==> config.mk <==
export PLATFORM = sky130hd
export DESIGN_NAME = rsa_load_sequencer
export DESIGN_NICKNAME = d
export VERILOG_FILES = /design/src/rtl/rsa_load_sequencer.sv
export SDC_FILE = /design/constraint.sdc
export NUM_CORES = 1
export LEC_CHECK = 0
export ABC_AREA = 1
export CAP_MARGIN = 10
export CORE_UTILIZATION = 48
export CTS_CLUSTER_DIAMETER = 120
export DETAILED_ROUTE_END_ITERATION = 8
export GPL_ROUTABILITY_DRIVEN = 0
export PLACE_DENSITY = 0.76
export SLEW_MARGIN = 20
export SYNTH_ARGS = -nofsm -noshare
export SYNTH_HDL_FRONTEND = slang
export SYNTH_SLANG_ARGS = --single-unit
==> constraint.sdc <==
create_clock -name core_clk -period 1.35 [get_ports core_clk]
set_input_delay 0.27 -clock core_clk [delete_from_list [all_inputs] [get_ports core_clk]]
set_output_delay 0.27 -clock core_clk [all_outputs]
set_load 0.02 [all_outputs]
==> src/rtl/rsa_load_sequencer.sv <==
`default_nettype none
// ============================================================================
// Module      : rsa_load_sequencer
// Description : Host-side feeder for rsa_core. Collects operand bytes from a
//               valid/ready stream, replays each one as a paced load strobe on
//               the core's byte-serial interface, waits for core_done (with a
//               completion timeout) and returns one result byte per operation
//               on a valid/ready result stream.
// Revision    : 1.0 - initial release
// ============================================================================
module rsa_load_sequencer #(
    parameter logic LOAD         = 1'b0,   // active level of core_load
    parameter int   NUM_OPERANDS = 3,      // bytes per operation
    parameter int   LOAD_GAP     = 10,     // idle cycles after every strobe
    parameter int   TIMEOUT      = 65535   // WAIT_DONE budget, 16-bit counter
) (
    input  logic       core_clk,
    input  logic       core_rst,
    input  logic       host_valid,
    output logic       host_ready,
    input  logic [7:0] host_data,
    output logic       res_valid,
    input  logic       res_ready,
    output logic [7:0] res_data,
    output logic       res_err,
    output logic       core_load,
    output logic [7:0] core_din,
    input  logic       core_done,
    input  logic       core_err,
    input  logic [7:0] core_dout
);

    // ------------------------------------------------------------------------
    // Counter widths and terminal values
    // ------------------------------------------------------------------------
    localparam int c_CNT_W = $clog2(NUM_OPERANDS + 1);
    localparam int c_GAP_W = (LOAD_GAP > 1) ? $clog2(LOAD_GAP) : 1;
    localparam int c_TMO_W = 16;

    localparam logic [c_CNT_W-1:0] c_NUM_OPS  = c_CNT_W'(NUM_OPERANDS);
    localparam logic [c_CNT_W-1:0] c_CNT_ONE  = c_CNT_W'(1);
    localparam logic [c_GAP_W-1:0] c_LAST_GAP = c_GAP_W'(LOAD_GAP - 1);
    localparam logic [c_GAP_W-1:0] c_GAP_ONE  = c_GAP_W'(1);
    localparam logic [c_TMO_W-1:0] c_LAST_TMO = c_TMO_W'(TIMEOUT - 1);
    localparam logic [c_TMO_W-1:0] c_TMO_ONE  = c_TMO_W'(1);

    // ------------------------------------------------------------------------
    // Sequencer states
    // ------------------------------------------------------------------------
    typedef enum logic [2:0] {
        S_IDLE      = 3'd0,
        S_STROBE    = 3'd1,
        S_GAP       = 3'd2,
        S_WAIT_DONE = 3'd3,
        S_WAIT_LOW  = 3'd4,
        S_RESULT    = 3'd5
    } state_t;

    state_t             state_q,      state_d;
    logic [c_CNT_W-1:0] count_q,      count_d;
    logic [c_GAP_W-1:0] gap_q,        gap_d;
    logic [c_TMO_W-1:0] tmo_q,        tmo_d;
    logic               host_ready_q, host_ready_d;
    logic               res_valid_q,  res_valid_d;
    logic [7:0]         res_data_q,   res_data_d;
    logic               res_err_q,    res_err_d;
    logic               core_load_q,  core_load_d;
    logic [7:0]         core_din_q,   core_din_d;

    logic               w_accept;
    logic               w_res_hs;

    // host_ready is only ever high in IDLE, so the handshake needs no state term
    assign w_accept = host_valid && host_ready_q;
    assign w_res_hs = res_valid_q && res_ready;

    // Next-state, counters and registered-output decode
    always_comb begin
        state_d     = state_q;
        count_d     = count_q;
        gap_d       = gap_q;
        tmo_d       = tmo_q;
        res_data_d  = res_data_q;
        res_err_d   = res_err_q;
        core_din_d  = core_din_q;

        case (state_q)
            S_IDLE: begin
                if (w_accept) begin
                    core_din_d = host_data;
                    count_d    = count_q + c_CNT_ONE;
                    state_d    = S_STROBE;
                end
            end

            S_STROBE: begin
                gap_d   = '0;
                state_d = S_GAP;
            end

            S_GAP: begin
                if (gap_q == c_LAST_GAP) begin
                    gap_d = '0;
                    if (count_q < c_NUM_OPS) begin
                        state_d = S_IDLE;
                    end else begin
                        // full operand set delivered: arm the completion timer
                        count_d = '0;
                        tmo_d   = '0;
                        state_d = S_WAIT_DONE;
                    end
                end else begin
                    gap_d = gap_q + c_GAP_ONE;
                end
            end

            S_WAIT_DONE: begin
                if (core_done) begin
                    // done wins over a timeout expiring in the same cycle
                    res_data_d = core_dout;
                    res_err_d  = core_err;
                    state_d    = S_WAIT_LOW;
                end else if (tmo_q == c_LAST_TMO) begin
                    // hung core: report an error and skip the done-low wait
                    res_data_d = 8'h00;
                    res_err_d  = 1'b1;
                    state_d    = S_RESULT;
                end else begin
                    tmo_d = tmo_q + c_TMO_ONE;
                end
            end

            S_WAIT_LOW: begin
                // one capture per done pulse, however long the pulse is
                if (!core_done) begin
                    state_d = S_RESULT;
                end
            end

            S_RESULT: begin
                if (w_res_hs) begin
                    state_d = S_IDLE;
                end
            end

            default: begin
                state_d = S_IDLE;
            end
        endcase

        // outputs are registered copies of the decode of the next state
        host_ready_d = (state_d == S_IDLE);
        res_valid_d  = (state_d == S_RESULT);
        core_load_d  = (state_d == S_STROBE) ? LOAD : ~LOAD;
    end

    // State and output registers; reset forces the core interface idle at once
    always_ff @(posedge core_clk or negedge core_rst) begin
        if (!core_rst) begin
            state_q      <= S_IDLE;
            count_q      <= '0;
            gap_q        <= '0;
            tmo_q        <= '0;
            host_ready_q <= 1'b0;
            res_valid_q  <= 1'b0;
            res_data_q   <= 8'h00;
            res_err_q    <= 1'b0;
            core_load_q  <= ~LOAD;
            core_din_q   <= 8'h00;
        end else begin
            state_q      <= state_d;
            count_q      <= count_d;
            gap_q        <= gap_d;
            tmo_q        <= tmo_d;
            host_ready_q <= host_ready_d;
            res_valid_q  <= res_valid_d;
            res_data_q   <= res_data_d;
            res_err_q    <= res_err_d;
            core_load_q  <= core_load_d;
            core_din_q   <= core_din_d;
        end
    end

    assign host_ready = host_ready_q;
    assign res_valid  = res_valid_q;
    assign res_data   = res_data_q;
    assign res_err    = res_err_q;
    assign core_load  = core_load_q;
    assign core_din   = core_din_q;

endmodule
`default_nettype wire

Word level (Yosys, flattened, before mapping)
Cells that the tools add are included.
{ "classes": {"n_addsub": 3, "n_mul": 0, "div_mod_pow": 0, "n_lt_le_gt_ge": 1, "n_eq_ne": 14, "n_shift": 0, "muxes": 24, "bitwise": 0, "n_reduce_logical": 12} }
{ "ops": {"columns": ["op", "n"], "rows": [
  ["two-way mux 16 bit", 4],
  ["one-hot mux 16 bit (2 select lines)", 1],
  ["two-way mux 3 bit", 6],
  ["one-hot mux 3 bit (6 select lines)", 1],
  ["adder 16 x 1 -> 16 bit, second input constant", 1],
  ["equality test 16 bit, second input constant", 1],
  ["two-way mux 8 bit", 2],
  ["inequality test 2 bit, second input constant", 5],
  ["equality test 3 bit, second input constant", 3],
  ["two-way mux 2 bit", 4],
  ["one-hot mux 4 bit (2 select lines)", 1],
  ["nonzero test 2 bit", 4],
  ["equality test 3 x 1 -> 1 bit, second input constant", 2],
  ["equality test 3 x 2 -> 1 bit, second input constant", 2],
  ["zero test 3 bit", 2],
  ["AND reduction 5 bit", 1],
  ["adder 4 x 1 -> 4 bit, second input constant", 1],
  ["equality test 4 bit, second input constant", 1],
  ["two-way mux 4 bit", 1],
  ["one-hot mux 2 bit (2 select lines)", 1],
  ["AND reduction 2 bit", 2],
  ["AND reduction 4 bit", 1],
  ["two-way mux 1 bit", 3],
  ["adder 2 x 1 -> 2 bit, second input constant", 1],
  ["2 further kinds", 3]
]} }
{ "totals": {"reg_bits": 45, "latchBits": 0, "mem_bits_rw": 0, "mem_bits_ro": 0, "input_bits": 22, "output_inout_bits": 20, "wordCells": 64, "n_memories": 0} }

Depth between registers and ports, before layout
Gate-level depths: netlist of run 1.
{ "logic_depth": {"ltp_word": 6, "mapped_depth": 12, "depth_no_buf": 11} }

Least setup slack after synthesis of run 1
Ideal clock, no wire load.
{ "synth_timing": {"kind": "register to register", "startpoint": "reg tmo_q[0]", "endpoint": "reg tmo_q[7]", "setup_ps": 116, "t_arrival_ps": 1350, "required_time_ps": 1234, "setup_slack_ps": -116, "stages_incl_launch_ff": 13, "path_buffers": 2, "synth_period_minus_slack_ps": 1466, "cell_sequence": "dfrtp_1 > inv_1 > ha_1 > nand2_1 > inv_1 > nand2_1 > nor2_1 > nand3_1 > nand3_2 > buf_6 > buf_8 > nand2_1 > nand2_1"} }
{ "synth_between": {"elab_chain_len": 4, "elab_cells_between_ends": 7, "cone_classes": "add/sub: 1; eq/ne: 2; mux: 3; reduce/logical: 1"} }
{ "synth_lines": {"columns": ["element", "line", "source"], "rows": [
  ["start: declaration", "62", "logic [c_TMO_W-1:0] tmo_q, tmo_d;"],
  ["start signal: assignment", "174", "tmo_q <= tmo_d;"],
  ["adder 16 x 1 -> 16 bit", "129", "tmo_d = tmo_q + c_TMO_ONE;"],
  ["two-way mux 16 bit", "123", "end else if (tmo_q == c_LAST_TMO) begin"],
  ["two-way mux 16 bit", "118", "if (core_done) begin"],
  ["one-hot mux 16 bit (2 select lines)", "87", "case (state_q)"]
]} }
Parallel ways exist; a longest one is shown, timed or not. The select of a mux whose other input is x is not followed.
A chain may end at the register's enable or synchronous reset.

Worst setup path after layout of run 1
{ "layout_timing": {"startpoint": "reg state_q[1]", "endpoint": "reg tmo_q[12]"} }
{ "layout_between": {"elab_chain_len": 3, "elab_cells_between_ends": 9, "cone_classes": "eq/ne: 6; mux: 1; reduce/logical: 2"} }
{ "layout_lines": {"columns": ["element", "line", "source"], "rows": [
  ["start: declaration", "59", "state_t state_q, state_d;"],
  ["start signal: assignment", "171", "state_q <= state_d;"],
  ["equality test 3 x 2 -> 1 bit", "87", null],
  ["inequality test 2 bit (no source line) / nonzero test 2 bit (equally long branches)", null, null],
  ["AND reduction 5 bit (no source line)", null, null]
]} }
Parallel ways exist; a longest one is shown, timed or not.

==> results.json, run 1 <==
{
  "cts.sinks": 45,
  "clk-insertion-delay-late_ns": 0.31,
  "antennaDiodeCount": 0,
  "synth_top_area_share_pct": 45.0,
  "p_leak_nw": 1.85,
  "avgSynthCellArea_um2": 7.34,
  "reg2reg_from": "state_q[1]$_DFF_PN0_",
  "syn-num-nets": 360,
  "worst-r2r-cell-count": 7,
  "die_height_um": 73.4,
  "dp.cells": 484,
  "slowest_delay_ns": 0.44,
  "ys_top_cells_by_count": "119 x nand2_1, 44 x dfrtp_1, 37 x nor2_1, 36 x inv_1, 34 x nand3_1",
  "setup_slack_ns": -0.166,
  "synth_seq_cells": 45,
  "start_kind": "register",
  "syn_area_um2": 2440,
  "endpoint_kind": "register",
  "grt_pass1_wl_mm": 9.97,
  "vias": 2481,
  "crit_chain": "inv_2 > nor2_4 > o21ai_1 > nor2_4 > nand3_4 > clkbuf_16 > o21ai_0",
  "cts_tree": "done",
  "whs_ns": 0.389,
  "post-route-period-util_pct": 112,
  "crit_type": "reg2reg",
  "arrival_ns": 1.75,
  "crit_required_ns": 1.59,
  "grt-ovfl-total": 0,
  "grt.total_usage_pct": 24.1,
  "max_freq_ghz": 0.660,
  "drive_gt1_share_pct": 29.6,
  "wire_per_inst_um": 13.1,
  "path_max_fanout": 6,
  "ant_nets": 0,
  "violations": "setup timing",
  "synth-edff-count": 0,
  "synthCells": 333,
  "grt_antenna_before_repair": 0,
  "worst_clock_skew_ns": 0.0131,
  "place_hpwl_mm": 4.47,
  "die_x_um": 73.4,
  "cts_max_path_buffers": 2,
  "relSlewSlack_pct": 75.4,
  "routed_wl_mm": 6.59,
  "vdd_drop_max_uv": 1070,
  "area_growth_pct": 50.4,
  "synth.most_common_cell": "nand2_1",
  "ctsRootBufferMaster": "clkbuf_8",
  "setup_viol": 38,
  "fill_cells": 356,
  "nNetsFinal": 462,
  "rows": 25,
  "yosysSeqAreaShare_pct": 46.1,
  "yosys_warnings": 0,
  "via_per_inst": 4.93,
  "reg2reg_to": "tmo_q[12]$_DFFE_PN0P_",
  "dr.pass1.iters": 4,
  "synth_top_area_cell": "dfrtp_1",
  "final-hold-violation-count": 0,
  "worst_pin_slew_ns": 0.369,
  "final_cells": 503,
  "fin_crit_ns": 1.52,
  "max-cap-violations": 0,
  "powerDensity_nw_per_um2": 1620,
  "worst-r2r-setup-slack_ns": -0.17,
  "status": "finished with violations",
  "slew_violations": 0,
  "synth.area.top_cells": "dfrtp_1 45%, nand2_1 18%, nand3_1 7.0%",
  "setup_tns_ns": -3.06,
  "io-pin-count": 42,
  "crit_top_cell": "nor2_4",
  "drc": 0,
  "grt_max_degree": 24,
  "grt_pass1_vias": 2263,
  "io_buffer_count": 41,
  "clkTransAtPathRegs_ns": 0.10,
  "rsz0062_at_grt": "true",
  "drtIter0Drc": 229,
  "synth-main-ff-cell": "dfrtp_1",
  "synth.distinct_cells": 28,
  "hp-class": "in2async",
  "htreeDepth": 2,
  "core-area_um2": 4820,
  "cts_buffers": 5,
  "ys_async_sr_fraction_pct": 100,
  "dieArea_um2": 5380,
  "cpMaxStageDelayCell": "dfrtp_1",
  "initial_core_util_pct": 50.8
}
through the flow:
stage	worst slack [ns]	power (mW)	cell area (um^2)	utilization (%)
final	-0.166	5.97	3680	76.3
after global routing	-0.258	6.37	3680	76.3
after CTS	-0.138	5.45	3420	71.0
after detailed placement	-0.188	4.69	3300	68.5
after global placement	-0.0849	4.61	3300	68.5
after floorplan	-0.0549	3.41	2460	-
cell usage in the layout (no fill, tap or decap), types with 8 or more instances in the layout:
cell type	n
nand2_1	106
buf_4	52
dfrtp_1	43
nand3_1	31
nor2_1	28
inv_1	27
clkdlybuf4s50_1	20
dlygate4sd2_1	18
nand2_2	13
inv_2	10
nor2_4	8
metal layers:
layer	GRT usage, %	share of wire, %	vias to the layer above
met1	32.0	43	1145
met5	0	0	-
met4	7.05	1.8	0
met3	4.12	5.6	10
met2	40.5	49	74
li1	-	-	1252
critical path, delay by kind of cell, from the launching register on:
kind / cells / cell delay (ns)
compound gates: 2 / 0.27
buf+inv: 2 / 0.29
flops: 1 / 0.44
simple gates: 3 / 0.44
layout make-up:
class / count / area (um^2) / share of cell area (%)
Multi-Input combinational cell: 242 / 1300 / 35.4
Tap cell: 67 / 83.8 / 2.28
Clock inverter: 3 / 25.0 / 0.681
Timing Repair Buffer: 103 / 925 / 25.1
Clock buffer: 5 / 68.8 / 1.87
Inverter: 38 / 145 / 3.95
Sequential cell: 45 / 1130 / 30.7
registers in the layout (all words and copies together), names as in the netlist:
signal / count
state_q: 3
res_err: 1
core_din: 8
count_q: 2
gap_q: 4
res_valid: 1
tmo_q: 16
core_load: 1
host_ready: 1
res_data: 8
timing repair:
action,4_1_cts,5_1_grt
cloned,0,3
gates resized for setup,39,51
setup endpoints to repair,47,35
pin swaps,4,11
setup buffers,1,6
hold buffers,1,0
hold endpoints to repair,11,0
cell families (layout without fill, tap and decap cells):
group	Yosys count	after routing	share of synthesized area (%)
adder cells (fa/ha/maj)	5	5	2.56
flip-flops	45	45	46.1
XOR/XNOR	6	6	2.15
AO/OA/AOI/OAI	24	24	5.37
AND/OR/NAND/NOR	207	207	35.5
buffers and inverters	46	149	8.29
worst max path at each step:
stage / from / to / slack [ns] / cells past startpoint
after floorplan: tmo_q[0]$_DFFE_PN0P_ / tmo_q[9]$_DFFE_PN0P_ / -0.05 / 11
after CTS: tmo_q[1]$_DFFE_PN0P_ / tmo_q[14]$_DFFE_PN0P_ / -0.14 / 8
after global placement: core_done / host_ready$_DFF_PN0_ / -0.08 / 7
after global routing: count_q[0]$_DFFE_PN0P_ / tmo_q[15]$_DFFE_PN0P_ / -0.26 / 7
final: state_q[1]$_DFF_PN0_ / tmo_q[12]$_DFFE_PN0P_ / -0.17 / 7
after detailed placement: tmo_q[1]$_DFFE_PN0P_ / tmo_q[14]$_DFFE_PN0P_ / -0.19 / 8
power breakdown:
part / switching (mW) / internal [mW]
logic: 1.70 / 1.36
clock network: 0.518 / 0.374
registers: 0.261 / 1.76
total: 2.48 / 3.49
No activity file was read; power rests on OpenSTA's default activity.
==> inputs of run 2 (changes only) <==
MAX_ROUTING_LAYER = met4   (was default)
==> run 2 against run 1 <==
Against the previous run:
- the flow still finishes with violations (setup timing)
- critical path depth increased by 3
- clock skew about the same
- total power barely moved
- clock power hardly changed
- sequential cell count stayed put
- global-route usage rose by 0.72 points
- maximum frequency fell by 0.21%
- sequential share of layout area unchanged
==> results.json, run 2 (synthesis gave the netlist of run 1 again) <==
{
  "ctsRootBufferMaster": "clkbuf_8",
  "fin_area_um2": 3680,
  "clkTransAtPathRegs_ns": 0.10,
  "vias": 2473,
  "area_growth_pct": 50.4,
  "ant_nets": 0,
  "hp-class": "in2async",
  "violations": "setup timing",
  "grt.total_usage_pct": 24.8,
  "grt_pass1_vias": 2264,
  "layout_common_cells": "106 x nand2_1, 52 x buf_4, 43 x dfrtp_1, 31 x nand3_1, 28 x nor2_1",
  "crit_type": "reg2reg",
  "drtIter0Drc": 228,
  "powerDensity_nw_per_um2": 1620,
  "dieArea_um2": 5380,
  "drive_gt1_share_pct": 29.6,
  "post-route-period-util_pct": 113,
  "largest_register_ff_count": 16,
  "grt_max_degree": 24,
  "crit_required_ns": 1.55,
  "htreeDepth": 2,
  "crit_chain": "inv_2 > ha_4 > nand2_2 > inv_2 > nand2_2 > nor2_2 > nand3_2 > nand3_4 > clkbuf_16 > o21ai_0",
  "p_leak_nw": 1.85,
  "pre_cts_ws_ns": -0.188,
  "grt_antenna_before_repair": 0,
  "wire_per_inst_um": 13.1,
  "rows": 25,
  "nNetsFinal": 462,
  "core-area_um2": 4820,
  "max-cap-violations": 0,
  "critPathTopFamily": "simple AND/OR/NAND/NOR gates",
  "setup_slack_ns": -0.169,
  "placed_cell_area_um2": 3300,
  "slew_violations": 0,
  "io-pin-count": 42,
  "setup_viol": 38,
  "io_buffer_count": 41,
  "grt-ovfl-total": 0,
  "worst-r2r-cell-count": 10,
  "cts.sinks": 45,
  "dr.pass1.iters": 4,
  "cts_buffers": 5,
  "total_power_mw": 5.97,
  "place_hpwl_mm": 4.47,
  "initial_core_util_pct": 50.8,
  "die_height_um": 73.4,
  "worst-r2r-setup-slack_ns": -0.17,
  "rsz0062_at_grt": "true",
  "drc": 0,
  "die_x_um": 73.4,
  "cpMaxStageDelayCell": "dfrtp_1",
  "arrival_ns": 1.72,
  "path_max_fanout": 6,
  "fin_crit_ns": 1.52,
  "status": "finished with violations",
  "worst_clock_skew_ns": 0.0133,
  "final-hold-violation-count": 0,
  "regMostFlops": "tmo_q",
  "reg2reg_to": "tmo_q[12]$_DFFE_PN0P_",
  "start_kind": "register",
  "path_buf_inv": 3,
  "reg2reg_from": "tmo_q[0]$_DFFE_PN0P_",
  "endpoint_kind": "register",
  "fill_cells": 356,
  "max_freq_ghz": 0.658,
  "relSlewSlack_pct": 75.4,
  "grt_pass1_wl_mm": 9.98,
  "routed_wl_mm": 6.59,
  "cts_max_path_buffers": 2,
  "clk-insertion-delay-late_ns": 0.32,
  "vdd_drop_max_uv": 1070,
  "final_common_cell": "nand2_1",
  "path_depth": 10,
  "worst_pin_slew_ns": 0.370,
  "via_per_inst": 4.92,
  "slowest_delay_ns": 0.41,
  "antennaDiodeCount": 0,
  "cts_tree": "done"
}
==> run 2: cell counts in the layout (fill, tap and decap cells not counted) <==
Identical to the previous run, type by type.
==> run 2: area by class of cell <==
type	instances	area (um^2)	area share (%)
Sequential cell	45	1130	30.7
Tap cell	67	83.8	2.28
Clock inverter	3	25.0	0.681
Multi-Input combinational cell	242	1300	35.4
Clock buffer	5	68.8	1.87
Timing Repair Buffer	103	925	25.1
Inverter	38	145	3.95
==> run 2: where the power goes <==
part           internal (mW)  switching [mW]
Sequential              1.76           0.261
Combinational           1.36            1.70
Clock                  0.374           0.517
==> run 2: metrics by stage <==
stage	utilization, %	TNS [ns]	hold WS, ns	instances
final	76.3	-3.12	0.386	503
after global routing	76.3	-5.93	0.429	503
after CTS	71.0	-2.10	0.400	494
after detailed placement	68.5	-2.42	0.204	484
after global placement	68.5	-1.13	0.202	484
after floorplan	-	-0.598	-0.0256	333
==> run 2: metal layers <==
layer	track usage, %	part of all wire (%)	routed length (um)	vias to the layer above
met5	-	0	0	-
met1	32.0	43	2860	1140
met3	4.12	5.4	354	10
met4	7.05	1.9	123	0
li1	-	-	-	1252
met2	40.5	49	3250	71
==> run 2: timing repair <==
action | 4_1_cts | 5_1_grt
gates resized for setup | 39 | 51
pin swaps | 4 | 11
buffers inserted | 1 | 6
hold buffers | 1 | 0
endpoints found under the setup margin | 47 | 35
endpoints found under the hold margin | 11 | 0
cloned | 0 | 3
==> run 2: worst max path at each step <==
| stage | from | to | slack [ns] |
|---|---|---|---|
| after floorplan | tmo_q[0]$_DFFE_PN0P_ | tmo_q[9]$_DFFE_PN0P_ | -0.05 |
| after global placement | core_done | host_ready$_DFF_PN0_ | -0.08 |
| after detailed placement | tmo_q[1]$_DFFE_PN0P_ | tmo_q[14]$_DFFE_PN0P_ | -0.19 |
| after CTS | tmo_q[1]$_DFFE_PN0P_ | tmo_q[14]$_DFFE_PN0P_ | -0.14 |
| after global routing | count_q[0]$_DFFE_PN0P_ | tmo_q[15]$_DFFE_PN0P_ | -0.26 |
| final | tmo_q[0]$_DFFE_PN0P_ | tmo_q[12]$_DFFE_PN0P_ | -0.17 |
==> inputs of run 3 (changes only) <==
SETUP_SLACK_MARGIN = 0.2   (was default)
==> run 3 against run 2 <==
Against the previous run:
- the flow still finishes with violations (setup timing)
- clock power is 2% higher
- count of clock-buffer cells in the layout up 1
- critical path depth stayed put
- maximum frequency down 4.8%
- utilization up 2.1 points
- largest cell class unchanged
- highest routed layer unchanged
==> results.json, run 3 (synthesis gave the netlist of run 1 again) <==
{
  "nNetsFinal": 469,
  "fin_crit_ns": 1.60,
  "final_cells": 510,
  "crit_type": "reg2reg",
  "ant_nets": 0,
  "drc": 0,
  "wire_per_inst_um": 14.8,
  "grt_pass1_vias": 2383,
  "hp-class": "in2async",
  "post-route-period-util_pct": 118,
  "antennaDiodeCount": 0,
  "violations": "setup timing",
  "io-pin-count": 42,
  "cts_buffers": 5,
  "grt.total_usage_pct": 26.8,
  "dr.pass1.iters": 4,
  "place_hpwl_mm": 4.26,
  "core-area_um2": 4820,
  "final-hold-violation-count": 0,
  "grt_antenna_before_repair": 0,
  "reg2reg_to": "tmo_q[4]$_DFFE_PN0P_",
  "status": "finished with violations",
  "htreeDepth": 2,
  "vias": 2631,
  "placed_cell_area_um2": 3290,
  "drive_gt1_share_pct": 38.6,
  "initial_core_util_pct": 50.8,
  "setup_viol": 43,
  "die_height_um": 73.4,
  "dieArea_um2": 5380,
  "fin_area_um2": 3780,
  "regMostFlops": "tmo_q",
  "path_max_fanout": 14,
  "fill_cells": 329,
  "cts.sinks": 45,
  "routed_wl_mm": 7.53,
  "p_leak_nw": 1.90,
  "crit_required_ns": 1.54,
  "grt_max_degree": 29,
  "io_buffer_count": 41,
  "max-cap-violations": 0,
  "largest_register_ff_count": 16,
  "dp.cells": 483,
  "max_freq_ghz": 0.627,
  "grt-ovfl-total": 0,
  "via_per_inst": 5.16,
  "setup.worst_path.start": "gap_q[1]$_DFFE_PN0P_",
  "clk-insertion-delay-late_ns": 0.31,
  "setup_slack_ns": -0.245,
  "area_growth_pct": 54.6,
  "worst_pin_slew_ns": 0.326,
  "relSlewSlack_pct": 78.3,
  "final_util_pct": 78.5,
  "clkTransAtPathRegs_ns": 0.10,
  "slew_violations": 0,
  "start_kind": "register",
  "worst-r2r-setup-slack_ns": -0.25,
  "total_power_mw": 6.52,
  "rsz0062_at_grt": "true",
  "powerDensity_nw_per_um2": 1730,
  "worst-r2r-cell-count": 10,
  "arrival_ns": 1.79,
  "cts_tree": "done",
  "drtIter0Drc": 231,
  "cp-endpoint": "tmo_q[4]$_DFFE_PN0P_",
  "worst_clock_skew_ns": 0.0109,
  "cts_max_path_buffers": 2,
  "endpoint_kind": "register",
  "rows": 25,
  "layout_common_cells": "92 x nand2_1, 56 x buf_4, 41 x dfrtp_1, 29 x nor2_1, 28 x inv_1",
  "final_common_cell": "nand2_1",
  "vdd_drop_max_uv": 1170,
  "reg2reg_from": "gap_q[1]$_DFFE_PN0P_",
  "grt_pass1_wl_mm": 10.8,
  "ctsRootBufferMaster": "clkbuf_8",
  "die_x_um": 73.4
}
[run 3: metrics by stage]
stage,setup WS [ns],hold slack [ns],setup TNS (ns)
after global routing,-0.273,0.495,-7.43
after global placement,-0.0783,0.268,-0.828
final,-0.245,0.470,-5.81
after detailed placement,-0.104,0.270,-1.80
after CTS,-0.114,0.484,-1.97
after floorplan,-0.0549,-0.0256,-0.598
[run 3: layout make-up]
cell class	instances	area [um^2]	share of cell area, %
clock buffer	6	82.6	2.18
clock inverter	2	13.8	0.364
inverter	38	150	3.97
multi-input combinational	242	1390	36.7
sequential	45	1130	29.9
tap	67	83.8	2.22
timing repair buffer	110	932	24.7
[run 3: what timing repair did]
item,in CTS,in global routing
hold buffers,1,0
endpoints found under the setup margin,65,56
setup buffers,5,11
endpoints found under the hold margin,44,0
cloned,0,2
pin swaps,9,10
gates resized for setup,128,48
[run 3: power breakdown]
| group | leakage, nW | internal (mW) | switching, mW |
|---|---|---|---|
| sequential | 0.582 | 1.76 | 0.333 |
| combinational | 1.27 | 1.61 | 1.91 |
| clock | 0.0512 | 0.416 | 0.489 |
[run 3: worst min path at each step]
stage	to	startpoint	cells past startpoint
5_1_grt	res_data[7]$_DFFE_PN0P_	res_data[7]$_DFFE_PN0P_	2
3_3_place_gp	tmo_q[11]$_DFFE_PN0P_	core_rst	2
2_1_floorplan	core_din[0]$_DFFE_PN0P_	core_rst	0
3_5_place_dp	tmo_q[11]$_DFFE_PN0P_	core_rst	2
6_report	gap_q[1]$_DFFE_PN0P_	core_rst	3
4_1_cts	res_data[0]$_DFFE_PN0P_	res_data[0]$_DFFE_PN0P_	2
[run 3: layer usage]
layer / global-route usage [%] / wire [um] / vias up / share of wire [%]
met2: 43.0 / 3820 / 91 / 51
met3: 5.21 / 336 / 23 / 4.5
met4: 10.5 / 229 / 0 / 3.0
li1: - / - / 1271 / -
met5: - / 0 / - / 0
met1: 33.7 / 3140 / 1246 / 42
[run 3: worst max-delay path: stages (launching register included)]
cell       delay, ns
dfrtp_1         0.44
inv_2           0.10
ha_4            0.13
nand3_2         0.06
inv_2           0.10
nor2_4          0.07
nor2_4          0.11
nand3_4         0.14
clkbuf_16       0.21
nand2_1         0.06
o21ai_1         0.06
